## src/rtl/sad_pkg.sv

```systemverilog
// Shared definitions for the SAD extension datapath.
// Used by sad_accumulate_stage and sad_absdiff_tree.
package sad_pkg;

    localparam int LANES           = 16;
    localparam int LANES_PER_CYCLE = 4;
    localparam int DATA_W          = 32;
    localparam int SUM_W           = 36;

    localparam logic [31:0] SAD_SAT_VALUE = 32'hFFFFFFFF;

    // Opcode encodings shared with the control unit.
    localparam logic [1:0] SAD_OP_WINDOW = 2'd3;
    localparam logic [1:0] SAD_OP_FRAME1 = 2'd1;
    localparam logic [1:0] SAD_OP_FRAME2 = 2'd2;

    typedef enum logic [1:0] {
        S_IDLE  = 2'd0,
        S_ACCUM = 2'd1,
        S_DONE  = 2'd2
    } sad_state_e;

endpackage

```

## src/rtl/sad_absdiff_tree.sv

```systemverilog
// Combinational sum of absolute differences over one lane group.
// Each |w - f| is formed as max - min, so it never wraps.
module sad_absdiff_tree
    import sad_pkg::*;
#(
    parameter int N  = LANES_PER_CYCLE,
    parameter int DW = DATA_W
) (
    input  logic [N*DW-1:0] WinGrp,
    input  logic [N*DW-1:0] FrmGrp,
    output logic [DW+1:0]   Sum
);

    logic [DW:0] diff [N];

    for (genvar i = 0; i < N; i++) begin : g_lane
        logic [DW-1:0] a;
        logic [DW-1:0] b;
        assign a = WinGrp[i*DW +: DW];
        assign b = FrmGrp[i*DW +: DW];
        assign diff[i] = (a >= b) ? ({1'b0, a} - {1'b0, b})
                                  : ({1'b0, b} - {1'b0, a});
    end

    // Adder chain over the lane differences.
    always_comb begin
        Sum = '0;
        for (int i = 0; i < N; i++) begin
            Sum = Sum + (DW+2)'(diff[i]);
        end
    end

endmodule

```

## src/rtl/sad_accumulate_stage.sv

```systemverilog
// SAD1 execute stage: multi-cycle sum of absolute differences.
// Build option SAD_MIN_TRACK_EN adds the MinSAD/MinIdx tracker.
module sad_accumulate_stage
    import sad_pkg::*;
#(
    parameter int LANES_P = LANES,
    parameter int LPC     = LANES_PER_CYCLE,
    parameter int DW      = DATA_W,
    parameter int SW      = SUM_W
) (
    input  logic                  Clk,
    input  logic                  Reset,
    input  logic                  Start,
    input  logic [LANES_P*DW-1:0] WindowVec,
    input  logic [LANES_P*DW-1:0] FrameVec,
    input  logic [15:0]           CandIdx,
    input  logic                  Flush,
    input  logic                  MinClear,
    output logic                  Busy,
    output logic                  Done,
    output logic [31:0]           SADResult,
    output logic [31:0]           MinSAD,
    output logic [15:0]           MinIdx
);

    localparam int VEC_W = LANES_P * DW;
    localparam int GRP_W = LPC * DW;
    localparam int CNT_W = $clog2(LANES_P);

    localparam logic [CNT_W-1:0] LAST_CNT = CNT_W'(LANES_P - LPC);
    localparam logic [CNT_W-1:0] CNT_STEP = CNT_W'(LPC);

    sad_state_e state_q;
    sad_state_e state_d;

    logic [VEC_W-1:0] win_q;
    logic [VEC_W-1:0] frm_q;
    logic [SW-1:0]    acc_q;
    logic [CNT_W-1:0] cnt_q;
    logic [31:0]      res_q;

    logic [GRP_W-1:0] win_grp;
    logic [GRP_W-1:0] frm_grp;
    logic [DW+1:0]    grp_sum;
    logic [SW-1:0]    acc_next;
    logic [31:0]      sat_res;

    logic accept;
    logic step;
    logic last;
    logic finish;

    assign win_grp = win_q[int'(cnt_q)*DW +: GRP_W];
    assign frm_grp = frm_q[int'(cnt_q)*DW +: GRP_W];

    sad_absdiff_tree #(
        .N  (LPC),
        .DW (DW)
    ) u_tree (
        .WinGrp (win_grp),
        .FrmGrp (frm_grp),
        .Sum    (grp_sum)
    );

    assign acc_next = acc_q + SW'(grp_sum);
    assign sat_res  = (|acc_next[SW-1:32]) ? SAD_SAT_VALUE
                                           : acc_next[31:0];

    assign last   = (cnt_q == LAST_CNT);
    assign accept = (state_q == S_IDLE) && Start && !Flush;
    assign step   = (state_q == S_ACCUM) && !Flush;
    assign finish = step && last;

    assign Busy      = (state_q != S_IDLE);
    assign Done      = (state_q == S_DONE);
    assign SADResult = res_q;

    // State register.
    always_ff @(posedge Clk or negedge Reset) begin
        if (!Reset) begin
            state_q <= S_IDLE;
        end else begin
            state_q <= state_d;
        end
    end

    // Next-state logic; Flush overrides every transition.
    always_comb begin
        state_d = state_q;
        unique case (state_q)
            S_IDLE:  if (Start) state_d = S_ACCUM;
            S_ACCUM: if (last)  state_d = S_DONE;
            S_DONE:  state_d = S_IDLE;
            default: state_d = S_IDLE;
        endcase
        if (Flush) begin
            state_d = S_IDLE;
        end
    end

    // Operand capture, accumulation and result commit.
    always_ff @(posedge Clk or negedge Reset) begin
        if (!Reset) begin
            win_q <= '0;
            frm_q <= '0;
            acc_q <= '0;
            cnt_q <= '0;
            res_q <= '0;
        end else begin
            if (accept) begin
                win_q <= WindowVec;
                frm_q <= FrameVec;
                acc_q <= '0;
                cnt_q <= '0;
            end else if (step) begin
                acc_q <= acc_next;
                cnt_q <= cnt_q + CNT_STEP;
            end
            if (finish) begin
                res_q <= sat_res;
            end
        end
    end

`ifdef SAD_MIN_TRACK_EN

    logic [15:0] idx_q;
    logic [31:0] min_q;
    logic [15:0] min_idx_q;

    // Minimum tracker; a clear beats a coincident completion.
    always_ff @(posedge Clk or negedge Reset) begin
        if (!Reset) begin
            idx_q     <= '0;
            min_q     <= SAD_SAT_VALUE;
            min_idx_q <= '0;
        end else begin
            if (accept) begin
                idx_q <= CandIdx;
            end
            if (MinClear) begin
                min_q     <= SAD_SAT_VALUE;
                min_idx_q <= '0;
            end else if (Done && !Flush && (res_q < min_q)) begin
                min_q     <= res_q;
                min_idx_q <= idx_q;
            end
        end
    end

    assign MinSAD = min_q;
    assign MinIdx = min_idx_q;

`else

    logic unused_min;
    assign unused_min = ^{MinClear, CandIdx};

    assign MinSAD = SAD_SAT_VALUE;
    assign MinIdx = '0;

`endif

endmodule

```

## config.mk

```make
export PLATFORM = sky130hd
export DESIGN_NAME = sad_accumulate_stage
export DESIGN_NICKNAME = d
export VERILOG_FILES = /design/src/rtl/sad_pkg.sv /design/src/rtl/sad_absdiff_tree.sv /design/src/rtl/sad_accumulate_stage.sv
export SDC_FILE = /design/constraint.sdc
export NUM_CORES = 2
export LEC_CHECK = 0
export ABC_AREA = 0
export CAP_MARGIN = 0
export CORE_AREA = 2 2 434 436
export CTS_CLUSTER_DIAMETER = 120
export DETAILED_ROUTE_END_ITERATION = 16
export DIE_AREA = 0 0 436 438
export PLACE_DENSITY_LB_ADDON = 0.1
export RECOVER_POWER = 50
export SYNTH_ARGS = -nofsm -noshare
export SYNTH_HDL_FRONTEND = slang
export SYNTH_SLANG_ARGS = --single-unit
```

## constraint.sdc

```tcl
create_clock -name Clk -period 10.2 [get_ports Clk]
set_input_delay 1.53 -clock Clk [delete_from_list [all_inputs] [get_ports Clk]]
set_output_delay 1.53 -clock Clk [all_outputs]
set_load 0.02 [all_outputs]
```

==> run_results.csv <==
group,metric,value,unit
place,place_congestion,0.929,
place,placedCellCount,11381,
floorplan,start_util,0.355,
synthesis,synth_edf_count,0,
routing,vias_per_cell,4.99,
setup_path,critPathMostFrequentCell,"buf_4",
synthesis,synth_seq_cells,1096,
synthesis,yosysTopAreaCell,"dfrtp_1",
synthesis,async_flop_share,1.00,
status,violations,"max-capacitance violations, max-slew violations",
synthesis,ys_warn_count,0,
clocking,holdBufCountCts,0,
final_layout,final_layout_size_suffix_gt1_frac,0.128,
sta,clock_skew,0.0543,ns
synthesis,ys_top_cells_by_area,"dfrtp_1, nand2_1, mux4_2",
run,max_cap_violations,13,
synthesis,syn_area,66200,um2
place,portBuffers,1061,
sta,setup_viol,0,
routing,route.detailed.drc,0,
synthesis,yosysTopAreaCellShare,0.414,
clocking,cts_made_buffers,131,
setup_path,critPathMaxFanout,16,
sta,final_max_slew_viol_count,1081,
setup_path,path_buf_inv,8,
grt,grt_pass1_wl,384,mm
status,outcome,"complete, but fails checks",
clocking,htree_levels,4,
routing,first_pass_iters,6,
setup_path,cp-start-kind,"register",
floorplan,io_pins,1127,
grt,grt_pass1_vias,59725,
clocking,clkTransAtPathRegs,0.06,ns
clocking,cts.sinks,1096,
setup_path,critical_path.slowest_cell,"mux4_2",
synthesis,synthFlopType,"dfrtp_1",
sta,finalHoldViolCount,0,
synthesis,postSynthCellCount,7677,
grt,grt_overflow,0,
synthesis,avgSynthCellArea,8.63,um2
floorplan,core_area,187000,um2
final_layout,final_cell_area,88100,um2
setup_path,cp_top_family,"compound AO/OA/AOI/OAI gates",
clocking,clock_latency,0.83,ns
grt,grt_usage,0.266,
final_layout,fin_util,0.472,
floorplan,placementRows,159,
routing,dr_total_vias,58305,
place,dpl.hpwl,205,mm
synthesis,synth_commonest_cells,"nand2_1, dfrtp_1, inv_1",
sta,period_share,0.968,
sta,slew_headroom,-4.46,
final_layout,synthToLayoutAreaGrowth,33.0,%
routing,routed_wl,258,mm
final_layout,layout.cells.non_filler,11689,
sta,holdWs,0.466,ns
setup_path,cp.required,10.87,ns
setup_path,cp.arrival,10.54,ns
grt,antenna_found_initial,67,
floorplan,die_h,438,um
floorplan,die_width,436,um
setup_path,critPathCaptureType,"register",
hold_path,hp-class,"reg2reg",
sta,rsz0062_at_grt,"true",
clocking,cts_root_buf,"clkbuf_16",
routing,ant_nets,0,
sta,worst_slew_pin_slew,8.20,ns
floorplan,die-area,191000,um2
final_layout,final_nets,10495,
synthesis,synth_most_common_cell,"nand2_1",
routing,routedWlPerCell,22.1,um
synthesis,ys_types,86,
synthesis,ys_seq_area_frac,0.414,
setup_path,critPathKind,"reg2reg",
grt,grt_start_max_net_pins,203,
routing,drtIter0Drc,4167,
sta,fin_crit,9.88,ns
setup_path,max_stage_delay,0.53,ns
clocking,clock_path_buffers,3,
clocking,cts_tree,"yes",
place,dpl_cell_area,82900,um2
sta,max_freq,101,MHz
-- worst paths after layout --
check	from	end	slack (ns)	cells past startpoint
max	cnt_q[2]	SADResult[12]	0.32	42
min	win_q[312]	win_q[312]	0.47	2
max reg2reg	cnt_q[2]	SADResult[12]	0.32	42
min reg2reg	win_q[312]	win_q[312]	0.47	2
max in group asynchronous	Reset	frm_q[201]	1.57	3
min in group asynchronous	Reset	frm_q[158]	2.20	1
-- worst min-delay path, delay by kind of cell (launching register included) --
family / cells / cell delay (ns)
flops: 1 / 0.34
simple gates: 2 / 0.10
-- placed cells by master (no fill, tap or decap), types with 34 or more instances in the layout --
master           count
diode_2             42
nand4_1             57
ha_1               323
mux2i_1             41
nor2_1             179
o21ai_0            160
fa_1                75
a21oi_1            350
mux4_2             256
clkbuf_16          133
o21bai_1            75
conb_1              48
buf_4              555
clkdlybuf4s50_1   1059
clkbuf_8            34
nand3_1             39
nand2_1           3260
inv_1              381
xnor2_1            115
dfrtp_1           1094
xor2_1              55
a21o_1             182
-- cell families after synthesis --
| group | count (synthesis) | synth area share |
|---|---|---|
| AOI/OAI and AO/OA | 1104 | 0.109 |
| buffers and inverters | 860 | 0.0523 |
| other | 2 | 0.000113 |
| DFF | 1096 | 0.414 |
| muxes | 307 | 0.0950 |
| xor gates and xnor gates | 178 | 0.0235 |
| and+or+nand+nor | 3730 | 0.222 |
| adders and majority gates | 400 | 0.0841 |
-- per-layer routing --
| metal | vias to the layer above | routed length [um] | track usage |
|---|---|---|---|
| li1 | 28003 | - | - |
| met2 | 1325 | 129000 | 0.456 |
| met4 | 24 | 4910 | 0.0657 |
| met3 | 249 | 9920 | 0.0377 |
| met1 | 28704 | 114000 | 0.354 |
| met5 | - | 172 | 0 |
-- sequential cells by signal, indices dropped and copies added, names as in the netlist --
name       flops
SADResult     32
acc_q         36
cnt_q          2
frm_q        512
state_q        2
win_q        512
-- per-stage QoR --
stage / setup TNS, ns / worst slack (ns)
6_report: 0 / 0.322
5_1_grt: -0.390 / -0.0329
4_1_cts: 0 / 0.00114
3_5_place_dp: -8.11 / -0.310
3_3_place_gp: -6.03 / -0.239
2_1_floorplan: 0 / 0.00865
-- timing repair --
item | CTS | global route
cloned | 1 | 1
pin swaps | 1 | 19
gates resized for setup | 11 | 70
buffers inserted | 5 | 24
endpoints found under the setup margin | 32 | 36
-- area by class of cell --
class / count / area, um2
timing repair buffer: 1672 / 15600
tap: 2495 / 3120
sequential: 1096 / 27400
multi-input combinational: 5767 / 35800
clock buffer: 185 / 3840
fill: 18381 / 98500
inverter: 382 / 1430
antenna: 42 / 105
clock inverter: 50 / 686
Power is left out: the tool's default activity adds up to more than one toggle a clock period on the data nets, which glitch-free logic cannot reach.
